$ cat src/rtl/fu_mul_pipe.sv
// rtl/fu_mul_pipe.sv - parametrised multi-cycle multiplier functional unit with tag and flush
//
// Ports:
//   clk, rst_n      rising-edge clock, asynchronous active-low reset
//   flush           kills every in-flight op at the next edge
//   EN              issue request, taken when ready=1 and flush=0
//   op              00 MUL, 01 MULH (s*s), 10 MULHSU (s*u), 11 MULHU (u*u)
//   A, B            operands rs1 / rs2
//   tag_in          destination tag carried alongside the op
//   ready           FU can accept an op this cycle
//   res, tag_out    result and tag, meaningful only while finish=1
//   finish          one-cycle result-valid pulse, LATENCY cycles after accept

module fu_mul_pipe #(
  parameter int WIDTH     = 32,
  parameter int LATENCY   = 7,
  parameter int TAG_W     = 4,
  parameter int PIPELINED = 0
) (
  input  logic             clk,
  input  logic             rst_n,
  input  logic             flush,
  input  logic             EN,
  input  logic [1:0]       op,
  input  logic [WIDTH-1:0] A,
  input  logic [WIDTH-1:0] B,
  input  logic [TAG_W-1:0] tag_in,
  output logic             ready,
  output logic [WIDTH-1:0] res,
  output logic [TAG_W-1:0] tag_out,
  output logic             finish
);

  // Stages 1..NS form the shift chain; the output registers are stage LATENCY.
  localparam int NS = LATENCY - 1;
  localparam int PW = 2 * WIDTH;

  logic [NS:1]      vld_q, vld_d;
  logic [WIDTH-1:0] data_q [1:NS];
  logic [WIDTH-1:0] data_d [1:NS];
  logic [TAG_W-1:0] tag_q  [1:NS];
  logic [TAG_W-1:0] tag_d  [1:NS];

  logic             finish_q, finish_d;
  logic [WIDTH-1:0] res_q, res_d;
  logic [TAG_W-1:0] tag_out_q, tag_out_d;

  logic             a_sx, b_sx;
  logic [PW-1:0]    a_ext, b_ext, prod;
  logic [WIDTH-1:0] mul_res;
  logic             busy;
  logic             accept;

  // The low 2*WIDTH bits of the (WIDTH+1)-bit extended product are all that any
  // mode returns, and they are identical modulo 2^(2*WIDTH) whether the operands
  // are extended to WIDTH+1 or straight to 2*WIDTH bits.
  always_comb begin
    a_sx    = (op == 2'b01 || op == 2'b10) & A[WIDTH-1];
    b_sx    = (op == 2'b01) & B[WIDTH-1];
    a_ext   = {{WIDTH{a_sx}}, A};
    b_ext   = {{WIDTH{b_sx}}, B};
    prod    = a_ext * b_ext;
    mul_res = (op == 2'b00) ? prod[WIDTH-1:0] : prod[PW-1:WIDTH];
  end

  // The finish cycle still counts as in flight for the non-pipelined unit.
  assign busy   = (|vld_q) | finish_q;
  assign ready  = rst_n & ((PIPELINED != 0) | ~busy);
  assign accept = EN & ready & ~flush;

  always_comb begin
    vld_d     = '0;
    data_d    = data_q;
    tag_d     = tag_q;
    vld_d[1]  = accept;
    if (accept) begin
      data_d[1] = mul_res;
      tag_d[1]  = tag_in;
    end
    for (int i = 2; i <= NS; i++) begin
      vld_d[i]  = vld_q[i-1] & ~flush;
      data_d[i] = data_q[i-1];
      tag_d[i]  = tag_q[i-1];
    end
    // A pulse already on the outputs during flush stands; the op behind it dies.
    finish_d  = vld_q[NS] & ~flush;
    res_d     = finish_d ? data_q[NS] : res_q;
    tag_out_d = finish_d ? tag_q[NS] : tag_out_q;
  end

  always_ff @(posedge clk or negedge rst_n) begin
    if (!rst_n) begin
      vld_q     <= '0;
      for (int i = 1; i <= NS; i++) begin
        data_q[i] <= '0;
        tag_q[i]  <= '0;
      end
      finish_q  <= 1'b0;
      res_q     <= '0;
      tag_out_q <= '0;
    end else begin
      vld_q     <= vld_d;
      data_q    <= data_d;
      tag_q     <= tag_d;
      finish_q  <= finish_d;
      res_q     <= res_d;
      tag_out_q <= tag_out_d;
    end
  end

  assign finish  = finish_q;
  assign res     = res_q;
  assign tag_out = tag_out_q;

endmodule

$ cat config.mk
export PLATFORM = sky130hd
export DESIGN_NAME = fu_mul_pipe
export DESIGN_NICKNAME = d
export VERILOG_FILES = /design/src/rtl/fu_mul_pipe.sv
export SDC_FILE = /design/constraint.sdc
export NUM_CORES = 2
export LEC_CHECK = 0
export ABC_AREA = 0
export BUFFER_PORTS_ARGS = -buffer_cell sky130_fd_sc_hd__buf_2
export CORE_ASPECT_RATIO = 0.9
export CORE_UTILIZATION = 41
export CTS_CLUSTER_DIAMETER = 30
export DETAILED_ROUTE_END_ITERATION = 7
export PLACE_DENSITY = 0.58
export SYNTH_ARGS = -nofsm -noshare
export SYNTH_HDL_FRONTEND = slang
export SYNTH_SLANG_ARGS = --single-unit
$ cat constraint.sdc
create_clock -name clk -period 5.8 [get_ports clk]
set_input_delay 0.58 -clock clk [delete_from_list [all_inputs] [get_ports clk]]
set_output_delay 0.58 -clock clk [all_outputs]
set_load 0.01 [all_outputs]
==> results.py <==
metrics = {
    "critical_path": {
        "r2r_setup_slack_ps": 3240,
        "crit_top_cell": "fa_1",
        "r2r_cells": 9,
        "path_max_fanout": 6,
        "reg2reg_from": "vld_q[2]",
        "max_stage_delay_ps": 640,
        "critPathLaunch": "op[1]",
        "r2r-end": "data_d[138]",
        "crit_type": "in -> reg",
        "cp_slowest_cell": "fa_2",
        "end_kind": "flip-flop",
        "crit_required_ps": 6180,
        "cp.arrival_ps": 7960,
        "crit_end": "data_d[154]",
        "startpoint_type": "primary input",
    },
    "detailed_routing": {
        "wl_met3_um": 10400,
        "avgRoutedWirePerCell_um": 19.6,
        "wl_um": 132000,
        "wl_met1_um": 59100,
        "first_pass_iters": 6,
        "vias": 32983,
        "vias_per_cell": 4.89,
        "highest_layer": "met5",
        "drc": 0,
        "dr_wl_met2_um": 59500,
        "drtIter0Drc": 2146,
        "antenna_left": 0,
    },
    "cells_and_area": {
        "final_common_cell": "inv_1",
        "drive_gt1_frac": 0.215,
        "utilization": 0.506,
        "final_cell_mix": "1147 x inv_1, 1090 x fa_1, 812 x nand2_1",
        "n_fill_cell": 10084,
        "syn2layout_area_growth_pct": 22.6,
        "nets": 6643,
    },
    "sta": {
        "finalCriticalPeriod_ps": 7580,
        "period_share": 1.31,
        "slew_viol_final": 0,
        "finalClockSkew_ps": 18.9,
        "tightest_slew_ps": 943,
        "timing.slew.headroom": 0.371,
        "hold_viol": 0,
        "setup_viol": 32,
        "setup_slack_ps": -1780,
        "holdWs_ps": 116,
        "grt_setup_unrepaired": "true",
        "max_freq_mhz": 132,
        "setup_tns_ps": -47790,
    },
    "run_status": {
        "run_status": "complete, but fails checks",
        "violations": "negative setup slack",
    },
    "grt": {
        "antenna_found_initial": 6,
        "grt_use_total": 0.238,
        "grt_pass1_wl_um": 207000,
        "first_global_vias": 35387,
        "grt_max_degree": 115,
        "overflow": 0,
    },
    "logic_synthesis": {
        "synth_top_family_by_area": "adder cells",
        "synth_seq_cells": 259,
        "ys_types": 79,
        "synthMuxAreaShare": 0.00952,
        "syn_area_um2": 45900,
        "synth_xor_area_frac": 0.0139,
        "yosys.area_share.simple": 0.127,
        "syn-num-nets": 6122,
        "async_flop_share": 1.00,
        "ys.flop_type": "dfrtp_1",
        "synth_compound_area_frac": 0.0410,
        "synth_edf_count": 0,
        "ys_seq_area_frac": 0.141,
        "synth_fa_ha_area_frac": 0.550,
        "syn_avg_cell_area_um2": 9.74,
        "syn_inst": 4709,
        "ys_warn_count": 0,
    },
    "cts": {
        "cts_sinks": 259,
        "cts-hold-fix-buffers": 0,
        "cts.clk_slew.worst_paths_ps": 50,
        "numCtsBuffers": 41,
        "cts_tree": "yes",
        "cts_htree_levels": 2,
        "clockBufferDepth": 3,
        "cts-root-buf": "clkbuf_16",
        "clk_latency_ps": 510,
    },
    "floorplan": {
        "coreArea_um2": 111000,
        "row_count": 116,
        "die_x_um": 355,
        "die_h_um": 319,
        "initial_core_util": 0.413,
        "io_pins": 112,
        "dieArea_um2": 113000,
    },
    "worst_hold_path": {
        "hold_path_class": "in -> async",
    },
    "placement": {
        "place_ws_ps": -2580,
        "hpwlAfterDp_um": 110000,
        "globalplace.congestion": 0.934,
        "io_buffers": 111,
    },
    "job": {
        "cap_violations": 0,
    },
}
==> worst max-delay path, delay by kind of cell <==
kind	cells	cell delay, ps
buffers and inverters	8	570
adders and majority gates	10	4680
AOI/OAI and AO/OA	8	1340
and+or+nand+nor	3	590
xor gates and xnor gates	1	160
==> cell families (layout without fill, tap and decap cells) <==
family                   Yosys count  after routing
AO/OA/AOI/OAI                    276            276
AND/OR/NAND/NOR                 1290           1290
XOR/XNOR                          73             73
multiplexers                      39             39
flip-flops                       259            259
other                              0              1
adder cells (fa/ha/maj)         1339           1339
buffers and inverters           1433           1987
==> area by class of cell <==
cell class | count | area [um2] | area share
antenna | 1 | 2.50 | 0.0000445
clock buffer | 49 | 1130 | 0.0201
clock inverter | 27 | 290 | 0.00516
inverter | 1197 | 4520 | 0.0804
multi-input combinational | 3017 | 35400 | 0.629
sequential | 259 | 6480 | 0.115
tap | 1475 | 1850 | 0.0328
timing repair buffer | 714 | 6590 | 0.117
==> state kept, by name, indices dropped and copies added, names as in the netlist <==
signal / count
vld_q: 6
res: 32
tag_d: 20
tag_out: 4
data_d: 160
tag_q: 4
data_q: 32
finish: 1
==> per-layer routing <==
layer | vias up | GRT usage
met5 | - | 0
met4 | 6 | 0.0453
met3 | 170 | 0.0401
met2 | 1137 | 0.370
met1 | 17109 | 0.350
li1 | 14561 | -
==> worst min path at each step <==
| stage | start | endpoint | slack [ps] | cells after the start |
|---|---|---|---|---|
| after floorplan | rst_n | data_d[0] | 280 | 0 |
| after global placement | tag_d[11] | tag_d[7] | 330 | 0 |
| after detailed placement | data_d[75] | data_d[43] | 330 | 0 |
| after CTS | rst_n | data_q[10] | 160 | 1 |
| after global routing | rst_n | tag_q[0] | 160 | 1 |
| final | rst_n | tag_q[0] | 120 | 1 |
==> metrics by stage <==
stage	cells	cell area [um2]
CTS	6697	55200
global placement	6582	52400
finish	6739	56200
detailed placement	6582	52400
global route	6739	56200
floorplan	4709	46400
==> timing repair <==
action | in CTS | in global routing
gates resized for setup | 214 | 168
setup endpoints to repair | 32 | 32
cloned | 7 | 3
pin swaps | 117 | 171
buffers inserted | 33 | 40
==> synth_stat cells (3+ instances only) <==
master    count  area, um2
or2_2         9       56.3
and2_1      280       1750
nand4_1      12       75.1
o21ai_1      29        145
a21o_1       22        165
a211o_1       4       35.0
fa_1       1125      22500
a22oi_1       6       45.0
nand2b_1      9       56.3
clkbuf_1    222        833
a21oi_1      80        400
a21oi_2       5       43.8
nor2_1       67        251
o221ai_1      3       26.3
nor3_1       10       50.1
o21a_1       12       90.1
o21ai_0      40        200
xor2_1       22        193
ha_1        214       2680
and3_1       28        175
a211oi_1      6       45.0
xnor2_1      51        447
o21bai_1     12       90.1
nor4_1        3       18.8
nand2_1     835       3130
nor2b_1      11       68.8
a211oi_2      3       37.5
o31ai_1       5       37.5
a31oi_1       7       43.8
inv_1      1197       4490
nand3_1      15       75.1
dfrtp_1     259       6480
o211ai_1      6       45.0
buf_2        11       55.1
mux2_2       36        405
Power is not shown: default switching activity piles up to over one toggle a cycle in this logic, so the estimate is an artifact.
